**src/rtl/layer_sequencer.sv**
```systemverilog
// Layer sequencer: runs a chain of conv layers one at a time and, between
// layers, copies the finished layer's output buffer into the next layer's
// input buffer, optionally applying ReLU on the way through.
module layer_sequencer #(
    parameter int NUM_LAYERS = 3,
    parameter int DATA_W     = 8,
    parameter int ADDR_W     = 16,
    // Entry k (bits [k*ADDR_W +: ADDR_W]) is the copy length from layer k to k+1
    parameter logic [ADDR_W*(NUM_LAYERS-1)-1:0] COPY_LEN = {16'd4096, 16'd16384}
) (
    input  logic                  clk,
    input  logic                  reset,
    input  logic                  start,
    input  logic                  single,
    input  logic [2:0]            start_layer,
    input  logic                  relu_en,
    input  logic                  abort,
    input  logic [NUM_LAYERS-1:0] finish,
    output logic [NUM_LAYERS-1:0] en_conv,
    output logic [NUM_LAYERS-1:0] rd_sel,
    output logic [ADDR_W-1:0]     rd_addr,
    input  logic [DATA_W-1:0]     rd_data,
    output logic [NUM_LAYERS-1:0] wr_en,
    output logic [ADDR_W-1:0]     wr_addr,
    output logic [DATA_W-1:0]     wr_data,
    output logic                  busy,
    output logic                  done,
    output logic                  err,
    output logic [2:0]            layer_idx
);

    typedef enum logic [2:0] {
        StIdle,
        StRun,
        StCopy,
        StFlush,
        StDone
    } state_e;

    // Four bits so that NUM_LAYERS = 8 still compares correctly
    localparam logic [3:0]            NumLayersW = 4'(NUM_LAYERS);
    localparam logic [2:0]            LastIdx    = 3'(NUM_LAYERS - 1);
    localparam logic [NUM_LAYERS-1:0] OneHot0    = NUM_LAYERS'(1);

    state_e state_q;
    logic   single_q;

    logic                  start_ok;
    logic                  finish_hit;
    logic                  last_layer;
    logic [ADDR_W-1:0]     copy_last;

    // Start-request legality and completion of the active layer
    always_comb begin
        start_ok   = ({1'b0, start_layer} < NumLayersW);
        // Only the finish bit of the enabled layer counts
        finish_hit = |(finish & en_conv);
        last_layer = single_q || (layer_idx == LastIdx);
    end

    // Last read address of the copy out of the current layer
    always_comb begin
        copy_last = '0;
        for (int k = 0; k < NUM_LAYERS - 1; k++) begin
            if (layer_idx == 3'(k)) begin
                copy_last = COPY_LEN[k*ADDR_W +: ADDR_W] - ADDR_W'(1);
            end
        end
    end

    // Write data follows the buffer read data in the same cycle it becomes valid
    always_comb begin
        wr_data = '0;
        if (|wr_en) begin
            wr_data = (relu_en && rd_data[DATA_W-1]) ? '0 : rd_data;
        end
    end

    // Sequencer state machine with registered outputs
    always_ff @(posedge clk) begin
        if (reset) begin
            state_q   <= StIdle;
            single_q  <= 1'b0;
            en_conv   <= '0;
            rd_sel    <= '0;
            rd_addr   <= '0;
            wr_en     <= '0;
            wr_addr   <= '0;
            busy      <= 1'b0;
            done      <= 1'b0;
            err       <= 1'b0;
            layer_idx <= '0;
        end else begin
            done <= 1'b0;
            err  <= 1'b0;
            if (abort && (state_q != StIdle)) begin
                // Abort wins over finish and copy progress; no done pulse
                state_q <= StIdle;
                en_conv <= '0;
                rd_sel  <= '0;
                rd_addr <= '0;
                wr_en   <= '0;
                wr_addr <= '0;
                busy    <= 1'b0;
            end else begin
                case (state_q)
                    StIdle: begin
                        if (start) begin
                            if (start_ok) begin
                                state_q   <= StRun;
                                en_conv   <= OneHot0 << start_layer;
                                layer_idx <= start_layer;
                                single_q  <= single;
                                busy      <= 1'b1;
                            end else begin
                                err <= 1'b1;
                            end
                        end
                    end
                    StRun: begin
                        if (finish_hit) begin
                            en_conv <= '0;
                            if (last_layer) begin
                                state_q <= StDone;
                            end else begin
                                state_q <= StCopy;
                                rd_sel  <= en_conv;
                                rd_addr <= '0;
                            end
                        end
                    end
                    StCopy: begin
                        // Write the word read last cycle into the next layer's buffer
                        wr_en   <= rd_sel << 1;
                        wr_addr <= rd_addr;
                        if (rd_addr == copy_last) begin
                            state_q <= StFlush;
                        end else begin
                            rd_addr <= rd_addr + ADDR_W'(1);
                        end
                    end
                    StFlush: begin
                        // Final write is on the bus this cycle; hand over to next layer
                        wr_en     <= '0;
                        rd_sel    <= '0;
                        rd_addr   <= '0;
                        en_conv   <= rd_sel << 1;
                        layer_idx <= layer_idx + 3'd1;
                        state_q   <= StRun;
                    end
                    StDone: begin
                        done    <= 1'b1;
                        busy    <= 1'b0;
                        state_q <= StIdle;
                    end
                    default: begin
                        state_q <= StIdle;
                    end
                endcase
            end
        end
    end

endmodule

```
**config.mk**
```make
export PLATFORM = sky130hd
export DESIGN_NAME = layer_sequencer
export DESIGN_NICKNAME = d
export VERILOG_FILES = /design/src/rtl/layer_sequencer.sv
export SDC_FILE = /design/constraint.sdc
export NUM_CORES = 1
export LEC_CHECK = 0
export BUFFER_PORTS_ARGS = -buffer_cell sky130_fd_sc_hd__buf_2
export CORE_ASPECT_RATIO = 0.9
export CORE_UTILIZATION = 51
export CTS_BUF_LIST = sky130_fd_sc_hd__clkbuf_16
export DETAILED_ROUTE_END_ITERATION = 12
export PLACE_DENSITY = 0.79
export SYNTH_ARGS = -nofsm -noshare
export SYNTH_HDL_FRONTEND = slang
export SYNTH_SLANG_ARGS = --single-unit
```
**constraint.sdc**
```tcl
create_clock -name clk -period 3.2 [get_ports clk]
set_input_delay 0.32 -clock clk [delete_from_list [all_inputs] [get_ports clk]]
set_output_delay 0.32 -clock clk [all_outputs]
set_load 0.01 [all_outputs]
```
==> qor.txt <==
CP max-delay cell: or4_4
crit start category: register
I/O pins: 75
initial antenna violation count: 0
Required @ worst endpoint: 3380 ps
Pwr Density: 414.7 mW/mm^2
final setup margin: 741.8 ps
final instance area: 0.003079 mm^2
gpl congestion: 0.9399
EDFF count, synth: 0
syn_nets: 329
Syn. warnings: 0
crit path to: state_q[0]
grt ovf: 0
final worst-path cycle share: 76.82%
asr flop ratio synth: 0%
# hold bufs at CTS: 0
share of cells above drive strength 1: 27.39%
critical path type: reg2reg
post-CTS setup buffers: 0
Final #Nets: 400
total clock sinks: 50
arrival time at the worst endpoint: 2640 ps
Rows: 23
FF+latch count, synth: 50
worst skew pair latency: 290 ps
R2R setup slack: 740 ps
via count: 2587
min Tclk post-route: 2458 ps
Hold Vio Cnt, Final: 0
Synth-to-Final Area Change: 22.19%
chip height: 68.69 um
Worst IR Drop VDD: 0.4750 mV
RSZ-0062 raised after global routing: no
Clock Path Buffers: 2
number of global-route vias before repair: 2276
die area: 0.005227 mm^2
Final setup viols: 0
largest net degree at the start of global routing: 23
fmax: 406.8 MHz
drt pass-1 iters: 4
initial core utilization: 54.73%
Least-Margin Pin Slew: 699.4 ps
worst stage delay on the critical path: 570 ps
post-DP HPWL: 4714 um
CTS tree: done
Die Width: 76.10 um
crit-path max FO: 18
Seq/Total Area, Yosys: 39.72%
post-synthesis area per instance: 8.289 um^2
leakage power: 1.307 nW
Worst Setup SP: layer_idx[0]
Post-CTS Resized: 0
WHS: 259.7 ps
Mapped Area: 0.002520 mm^2
Clock Skews: 6.607 ps
dominant synthesized flop cell: dfxtp_1
diode count: 0
CTS buffer count: 5
htree depth: 2
Setup TNS Final: 0 ps
max_cap viols: 0
Reg2Reg Launch Point: layer_idx[0]
cell count after synthesis: 304
core area: 0.004604 mm^2
post-route ant nets: 0
CP Cell Sequence: inv_1 > ha_1 > o21bai_1 > or4_4 > a2111oi_4 > buf_4 > a21boi_2 > a2111oi_2
Max Slew Vio Count: 0
gr usage total: 25.83%
dpl cell area: 0.002938 mm^2
reg-to-reg endpoint: state_q[0]
worst hold path depth: 3
# DRC: 0
via/cell ratio: 5.906
dpl ws: 792.2 ps
wire per inst: 14.87 um
initial drt markers: 211
CTS Root Cell: clkbuf_16
worst min-delay path class: in2reg
first-pass GRT wire length: 10650 um
status: finished clean
Max transition margin: 53.37%
clock-pin transition on the worst setup and hold timing paths: 70 ps
Total Wirelength: 6512 um
IO buf count: 73
Synth cell types: 66
Setup crit end kind: register
Hold Crit Start: single
length in cells of the worst reg-to-reg path: 8
## where the power goes
part	internal (W)	switching, W
Clock	0.000286	0.000226
Combinational	0.0000483	0.0000735
Sequential	0.000631	0.0000124
## final cells by class
class / count / area (um^2)
Tap cell: 62 / 77.57
Inverter: 11 / 41.29
Clock buffer: 5 / 125.1
Timing Repair Buffer: 80 / 417.9
Clock inverter: 3 / 16.27
Multi-Input combinational cell: 227 / 1400
Sequential cell: 50 / 1001
Fill cell: 415 / 1525
## synth_stat cells, types with 2 or more instances
cell	n	area, um^2
a211oi_1	2	15.01
a21o_1	2	15.01
a21oi_1	29	145.1
a221oi_1	2	17.52
a22oi_1	2	15.01
a311oi_1	3	26.28
a31oi_1	2	12.51
a32o_1	2	20.02
a41oi_1	2	17.52
and2_1	8	50.05
buf_2	3	15.01
buf_6	2	22.52
clkbuf_1	10	37.54
dfxtp_1	50	1001
ha_1	5	62.56
inv_1	10	37.54
mux2i_1	3	30.03
nand2_1	57	214.0
nand3_1	13	65.06
nand4_1	7	43.79
nor2_1	17	63.81
nor2b_1	4	25.02
nor3_1	6	30.03
nor3b_1	5	37.54
nor4_1	6	37.54
nor4b_1	2	17.52
o211ai_1	4	30.03
o21ai_0	3	15.01
o22ai_1	2	12.51
or3_1	3	18.77
or4_2	3	26.28
## registers in the layout, indices dropped and copies added (netlist names), 2 cells and up
name       flops
rd_addr       16
wr_addr       16
en_conv        3
layer_idx      3
rd_sel         3
state_q        3
wr_en          2
## per-stage QoR
stage	std cells	total power, W	util [%]
4_1_cts	438	0.001282	66.88
5_1_grt	438	0.001319	66.88
6_report	438	0.001277	66.88
3_3_place_gp	430	0.0007753	63.80
2_1_floorplan	304	0.0007338	-
3_5_place_dp	430	0.0007774	63.80
## worst min-delay path by stage
stage / end / slack, ps
after global routing: layer_idx[2] / 300
after floorplan: layer_idx[2] / 390
final: single_q / 260
after detailed placement: wr_addr[10] / 440
after global placement: wr_addr[2] / 440
after CTS: single_q / 260
## cells in the final DEF (no fill, tap or decap), types with 5 or more instances in the layout
master	synthesis	layout
nor3_1	6	5
buf_2	3	73
nor3b_1	5	5
inv_1	10	10
a21oi_1	29	29
dfxtp_1	50	50
nand3_1	13	13
buf_4	1	7
nand2_1	57	57
ha_1	5	5
nor4_1	6	6
nand4_1	7	7
and2_1	8	8
clkbuf_16	0	5
nor2_1	17	17
## worst max-delay path, delay by kind of cell (launching register included)
family | cells | cell delay, ps
AOI/OAI and AO/OA | 4 | 860
adders and majority gates | 1 | 170
buffers and inverters | 2 | 380
DFF | 1 | 370
and+or+nand+nor | 1 | 570
## metal layers
layer  part of all wire (%)  vias to the layer above  track usage, %  wire (um)
met5                      0                        -               0          0
met2                     45                      115           42.95       2907
li1                       -                     1261               -          -
met3                    9.2                        7           6.053        599
met1                     45                     1204           34.27       2947
met4                   0.89                        0           6.731         58
## cells by family after synthesis
| logic type | after synthesis | share of synthesized area [%] |
|---|---|---|
| xor+xnor | 1 | 0.3476 |
| compound gates | 74 | 21.55 |
| fa+ha+maj | 5 | 2.483 |
| buf+inv | 27 | 4.916 |
| flops | 50 | 39.72 |
| mux | 4 | 1.639 |
| other cells | 1 | 0.1488 |
| simple gates | 142 | 29.20 |
No activity file was read; power rests on OpenSTA's default activity.
